<file path="src/rtl/ps2_kbd_tx.sv">
// Device-side PS/2 keyboard transmitter: FIFO-buffered scancodes serialised as
// 11-bit odd-parity frames, with host-inhibit abort and retransmission.
module ps2_kbd_tx #(
  parameter int AW   = 4,
  parameter int HALF = 1600,
  parameter int GAP  = 4
) (
  input  logic       clock,
  input  logic       reset,
  input  logic       strb,
  input  logic [7:0] d,
  input  logic       inhibit,
  output logic       ps2Ck,
  output logic       ps2Dq,
  output logic       full,
  output logic       empty,
  output logic       busy
);
  localparam int DEPTH = 1 << AW;
  localparam int HW    = $clog2(HALF);
  localparam int GW    = $clog2(GAP + 1);

  localparam logic [HW-1:0] HC_END   = HW'(HALF - 1);
  localparam logic [GW-1:0] GC_END   = GW'(GAP - 1);
  localparam logic [AW:0]   CNT_FULL = (AW + 1)'(DEPTH);
  localparam logic [3:0]    LAST_BIT = 4'd10;

  localparam logic [1:0] S_IDLE = 2'd0;
  localparam logic [1:0] S_HI   = 2'd1;
  localparam logic [1:0] S_LO   = 2'd2;
  localparam logic [1:0] S_GAP  = 2'd3;

  logic [7:0]    mem [DEPTH];
  logic [AW-1:0] wp, rp;
  logic [AW:0]   cnt, cnt_nx;
  logic          push, pop;

  logic [1:0]    state;
  logic [HW-1:0] hc;
  logic [GW-1:0] gc;
  logic [3:0]    bitcnt;
  logic [10:0]   sr;
  logic          hc_end;

  assign hc_end = (hc == HC_END);
  assign push   = strb && !full;
  // Head is only popped once the stop bit has completed; aborts leave it queued.
  assign pop    = (state == S_LO) && hc_end && (bitcnt == LAST_BIT);
  assign cnt_nx = cnt + {{AW{1'b0}}, push} - {{AW{1'b0}}, pop};

  always_ff @(posedge clock) begin
    if (push) mem[wp] <= d;
  end

  always_ff @(posedge clock) begin
    if (!reset) begin
      wp     <= '0;
      rp     <= '0;
      cnt    <= '0;
      full   <= 1'b0;
      empty  <= 1'b1;
      state  <= S_IDLE;
      hc     <= '0;
      gc     <= '0;
      bitcnt <= '0;
      sr     <= '1;
      ps2Ck  <= 1'b1;
      ps2Dq  <= 1'b1;
      busy   <= 1'b0;
    end else begin
      if (push) wp <= wp + AW'(1);
      if (pop)  rp <= rp + AW'(1);
      cnt   <= cnt_nx;
      full  <= (cnt_nx == CNT_FULL);
      empty <= (cnt_nx == '0);

      // Every state change happens on hc_end, so this also reloads on transitions.
      hc <= (hc_end || state == S_IDLE) ? '0 : hc + HW'(1);

      case (state)
        S_IDLE: begin
          if (!empty && !inhibit) begin
            sr     <= {1'b1, ~^mem[rp], mem[rp], 1'b0};
            bitcnt <= '0;
            busy   <= 1'b1;
            ps2Dq  <= 1'b0;
            state  <= S_HI;
          end
        end
        S_HI: begin
          if (hc_end) begin
            ps2Ck <= 1'b0;
            state <= S_LO;
          end
        end
        S_LO: begin
          if (hc_end) begin
            ps2Ck <= 1'b1;
            if (bitcnt == LAST_BIT || inhibit) begin
              ps2Dq <= 1'b1;
              state <= S_GAP;
            end else begin
              bitcnt <= bitcnt + 4'd1;
              ps2Dq  <= sr[bitcnt + 4'd1];
              state  <= S_HI;
            end
          end
        end
        default: begin
          if (hc_end) begin
            if (gc == GC_END) begin
              gc    <= '0;
              busy  <= 1'b0;
              state <= S_IDLE;
            end else begin
              gc <= gc + GW'(1);
            end
          end
        end
      endcase
    end
  end
endmodule

</file>
<file path="config.mk">
export PLATFORM = sky130hd
export DESIGN_NAME = ps2_kbd_tx
export DESIGN_NICKNAME = d
export VERILOG_FILES = /design/src/rtl/ps2_kbd_tx.sv
export SDC_FILE = /design/constraint.sdc
export NUM_CORES = 1
export LEC_CHECK = 0
export CAP_MARGIN = 40
export CORE_UTILIZATION = 35
export CTS_BUF_LIST = sky130_fd_sc_hd__clkbuf_16
export CTS_CLUSTER_SIZE = 40
export DETAILED_ROUTE_END_ITERATION = 6
export PLACE_DENSITY_LB_ADDON = 0.2
export SLEW_MARGIN = 10
export SYNTH_ARGS = -nofsm -noshare
export SYNTH_HDL_FRONTEND = slang
export SYNTH_SLANG_ARGS = --single-unit
</file>
<file path="constraint.sdc">
create_clock -name clock -period 3.9 [get_ports clock]
set_clock_uncertainty 0.05 [all_clocks]
set_input_delay 0.78 -clock clock [delete_from_list [all_inputs] [get_ports clock]]
set_output_delay 0.78 -clock clock [all_outputs]
set_load 0.05 [all_outputs]
</file>
## Yosys cells after proc, flatten, opt, wreduce, memory -nomap -nowiden

Memories as Yosys holds them, arrays and structs flattened. A register that Yosys moved wholly into a read port is not among the register bits.
Cells that the tools add are included.

| storage, ports and cells | value |
|---|---|
| memories kept | 1 |
| RAM bits | 128 |
| bits in registers | 48 |
| output and inout bits | 5 |
| bits of input ports | 12 |
| logic and storage cells | 91 |

| cells by class | value |
|---|---|
| order comparisons | 1 |
| mux-type cells | 29 |
| eq/ne operators | 10 |
| bitwise logic cells | 3 |
| $add $sub $neg | 7 |
| reductions and logical operators | 27 |

Memories:

| name | depth | bits a word | rd ports | clocked after Yosys merged registers in | wr ports | line | RTL |
|---|---|---|---|---|---|---|---|
| mem | 16 | 8 | 1 | 1 | 1 | 33 | `logic [7:0] mem [DEPTH];` |

Operators with widths:

| cell | count |
|---|---|
| 2-to-1 mux 4 bit | 5 |
| adder 4 x 1 -> 4 bit, second input constant | 3 |
| 2-to-1 mux 2 bit | 6 |
| adder 11 x 1 -> 11 bit, second input constant | 1 |
| equality test 11 bit, second input constant | 1 |
| 2-to-1 mux 1 bit | 11 |
| case mux 4 bit (2 select lines) | 1 |
| AND reduction 4 bit | 2 |
| nonzero test 2 bit | 4 |
| XNOR reduction 8 bit | 1 |
| inequality test 2 bit, second input constant | 3 |
| case mux 1 bit (2 select lines) | 3 |
| case mux 2 bit (3 select lines) | 1 |
| AND reduction 3 bit | 2 |
| adder 5 x 1 -> 5 bit | 1 |
| equality test 5 bit, second input constant | 1 |
| zero test 5 bit | 1 |
| less-than comparator 4 x 5 -> 1 bit, second input constant | 1 |
| AND reduction 5 bit | 1 |
| subtractor 5 x 1 -> 5 bit | 1 |
| binary-select mux 1 bit (select 4 bit) | 1 |
| equality test 4 bit, second input constant | 1 |
| logical AND 1 bit | 4 |
| AND reduction 2 bit | 2 |
| 13 further kinds | 19 |

## Logic depth before layout (Yosys ltp)

| depth | value |
|---|---|
| depth in word-level cells | 6 |
| gate-level depth with buffers | 16 |
| gate-level depth less buffers | 16 |

## Least setup slack after synthesis

No wires, ideal clock.

| path | value |
|---|---|
| kind | register to register |
| start | register hc[0] |
| end | register empty |
| cell stages (with the launch flop) | 13 |
| arrival | 2810 ps |
| setup slack | 971 ps |
| clock period less this slack | 2929 ps |
| required time | 3781 ps |
| cell sequence | dfxtp_1 -> ha_1 -> nand3_1 -> nor4b_4 -> and3_1 -> nand2b_1 -> nand2_1 -> ha_1 -> inv_1 -> fa_1 -> xnor2_1 -> or4b_1 -> o21ai_1 |

| on the way | value |
|---|---|
| cells in the longest elaborated chain, start to end | 5 |

Ends and longest elaborated chain:

| item | line | RTL |
|---|---|---|
| from (decl) | 39 | `logic [HW-1:0] hc;` |
| from (signal assigned) | 78 | `hc <= (hc_end \|\| state == S_IDLE) ? '0 : hc + HW'(1);` |
| equality test 11 bit | 45 | `assign hc_end = (hc == HC_END);` |
| logical AND 1 bit (2 in series) | 48 | `assign pop = (state == S_LO) && hc_end && (bitcnt == LAST_BIT);` |
| subtractor 5 x 1 -> 5 bit | 49 | `assign cnt_nx = cnt + {{AW{1'b0}}, push} - {{AW{1'b0}}, pop};` |
| zero test 5 bit | 75 | `empty <= (cnt_nx == '0);` |
| to (signal assigned) | 75 |  |
| to (decl) | 16 | `output logic empty,` |

No other way between the ends.
A chain may end at the register's enable or synchronous reset.

## Final worst setup path

Ends and elaborated chain as after synthesis.

==> flow_summary.json <==
{
  "maxSlewHeadroom": 0.441,
  "track_usage": 0.146,
  "drive_gt1_frac": 0.162,
  "drtIter0Drc": 257,
  "cp.required_ns": 4.19,
  "place_inst": 786,
  "stdcell_count": 817,
  "die_x_um": 148,
  "place_area_um2": 8010,
  "r2r_slack_ns": 0.68,
  "yosysWarningCount": 0,
  "clkLatencyLatePin_ns": 0.43,
  "post_cts_resized": 0,
  "h-tree-depth": 4,
  "p_leak_nw": 2.94,
  "die_h_um": 148,
  "ctsLongestPathBuffers": 2,
  "hold_class": "reg2reg",
  "antenna_found_initial": 0,
  "cts_sinks": 180,
  "intPower_mw": 3.50,
  "period_share": 0.824,
  "hp-start": "gc[2]",
  "tightest_slew_ns": 0.837,
  "syn_nets": 525,
  "cts_root_buffer": "clkbuf_16",
  "arrival_ns": 3.51,
  "status": "complete, no violations",
  "fin_nets": 560,
  "post-dp-hpwl_um": 9500,
  "timing.fmax_ghz": 0.311,
  "pin_count": 17,
  "area_growth_pct": 15.1,
  "drc": 0,
  "power_switching_mw": 1.32,
  "drv_cap": 0,
  "routed_wl_um": 14800,
  "drv_slew": 0,
  "n_antenna_cell": 0,
  "grt_pass1_vias": 4233,
  "power_frac_clock": 0.361,
  "cts_tree": "built",
  "swShare": 0.274,
  "path_class": "reg2reg",
  "syn_avg_cell_area_um2": 15.1,
  "ys_seq_elements": 180,
  "ant_nets": 0,
  "ys_types": 48,
  "p_seq_frac": 0.465,
  "final-hold-violation-count": 0,
  "fin_hold_ws_ns": 0.393,
  "grt_max_degree": 33,
  "wl_per_cell_um": 18.1,
  "portBuffers": 16,
  "setup-violations-final": 0,
  "rows": 53,
  "postLayoutCoreUtil": 0.410,
  "gp_congestion": 0.748,
  "ys_async_sr_fraction": 0,
  "rr_startpoint": "hc[0]",
  "hold_buffers": 0,
  "fill_cells": 1950,
  "design_area_um2": 8610,
  "fin_tns_setup_ns": 0,
  "crit_path_max_fanout": 7,
  "syn_area_um2": 7480,
  "power.density_nw_per_um2": 560,
  "synth-edff-count": 128,
  "total_power_mw": 4.83,
  "rsz0062_at_grt": "false",
  "synth_top_flop_cell": "edfxtp_1",
  "grt-ovfl-total": 0,
  "path_clk_slew_ns": 0.07,
  "core_um2": 21000,
  "timing.final.ws_setup_ns": 0.685,
  "vias": 4042,
  "p_comb_frac": 0.174,
  "ir_drop_uv": 322,
  "multi_input_area_um2": 2400,
  "cts_setup_buffers": 0,
  "dp_slack_ns": 0.618,
  "min_period_ns": 3.22,
  "dieArea_um2": 22000,
  "start_util": 0.356,
  "crit_path_start_kind": "flip-flop",
  "end_kind": "flip-flop",
  "cts_made_buffers": 17,
  "via_per_inst": 4.95,
  "ys_seq_area_frac": 0.653,
  "drtPass1Iterations": 4,
  "netlist_instances": 495,
  "startpoint": "hc[0]",
  "grt_pass1_wl_um": 23400,
  "regArea_um2": 4890
}
## sequential cells by signal, indices dropped and copies added (netlist names), named ones only
name	flops
wp	4
full	1
sr	10
rp	4
mem	128
cnt	5
hc	11
ps2Dq	1
bitcnt	4
ps2Ck	1
gc	3
empty	1
busy	1
state	2
## layer usage
layer,vias up,track usage,part of all wire
met2,71,0.243,0.50
met5,-,0,0
met4,0,0.0423,0.0068
met1,2049,0.187,0.45
met3,7,0.0377,0.041
li1,1915,-,-
## final cells by class
cell class / count / share of cell area
repair buffers: 37 / 0.0384
inverters: 13 / 0.00567
multi-input cells: 281 / 0.279
clock buffers: 17 / 0.0494
clock inverters: 14 / 0.0202
flip-flops and latches: 180 / 0.567
well taps: 275 / 0.0400
## synth_stat cells, drive strengths merged (10+ instances only)
cell	number	area share
dfxtp	52	0.14
edfxtp	128	0.51
and2	16	0.013
mux4	34	0.10
ha	17	0.028
a21oi	10	0.0067
nand2	44	0.022
nor2b	10	0.0084
nand3	10	0.0067
inv	13	0.0065
a22oi	16	0.016
o21ai	14	0.0094
xnor2	20	0.025
nor2	32	0.016
## layout by cell type (no fill, tap or decap), drive strengths merged, types with 7 or more instances in the layout
cell type      Yosys  final
dfxtp             52     52
mux2i              8      8
nand3             10     10
o21ai             14     14
and2              16     16
nor3               7      7
xor2               7      7
xnor2             20     20
edfxtp           128    128
clkbuf             9     17
ha                17     17
inv               13     21
a21oi             10     10
buf                9     21
nand2             44     44
a22oi             16     16
mux4              34     34
a21boi             7      7
nor2b             10     10
clkdlybuf4s50      0     16
nor2              32     32
## power groups by stage
stage / combinational (mW) / sequential [mW] / clock, mW
2_1_floorplan: 0.546 / 2.35 / 0
3_3_place_gp: 0.827 / 2.28 / 0
3_5_place_dp: 0.846 / 2.29 / 0
4_1_cts: 0.851 / 2.25 / 1.77
5_1_grt: 0.930 / 2.26 / 1.85
6_report: 0.839 / 2.25 / 1.74
## kinds of logic after synthesis
kind of cell,count (synthesis),synth area share
AOI/OAI and AO/OA,55,0.0482
xor gates and xnor gates,27,0.0336
adders and majority gates,18,0.0311
buffers and inverters,34,0.0258
DFF,180,0.653
muxes,42,0.115
and+or+nand+nor,139,0.0933
## path summary, 6_finish.rpt
path / endpoint / cells past startpoint
hold reg to reg: gc[2] / 2
hold / removal: gc[2] / 2
setup reg to reg: empty / 13
setup / recovery: empty / 13
## worst max-delay path: stages, from the launching register on
cell	delay (ns)
dfxtp_1	0.37
ha_1	0.20
nand3_1	0.18
nor4b_4	0.29
buf_4	0.18
and3_1	0.25
nand2b_1	0.12
nand2_1	0.07
ha_1	0.16
inv_1	0.06
fa_1	0.41
xnor2_1	0.16
or4b_1	0.49
o21ai_1	0.15
(Power assumes the default switching activity.)
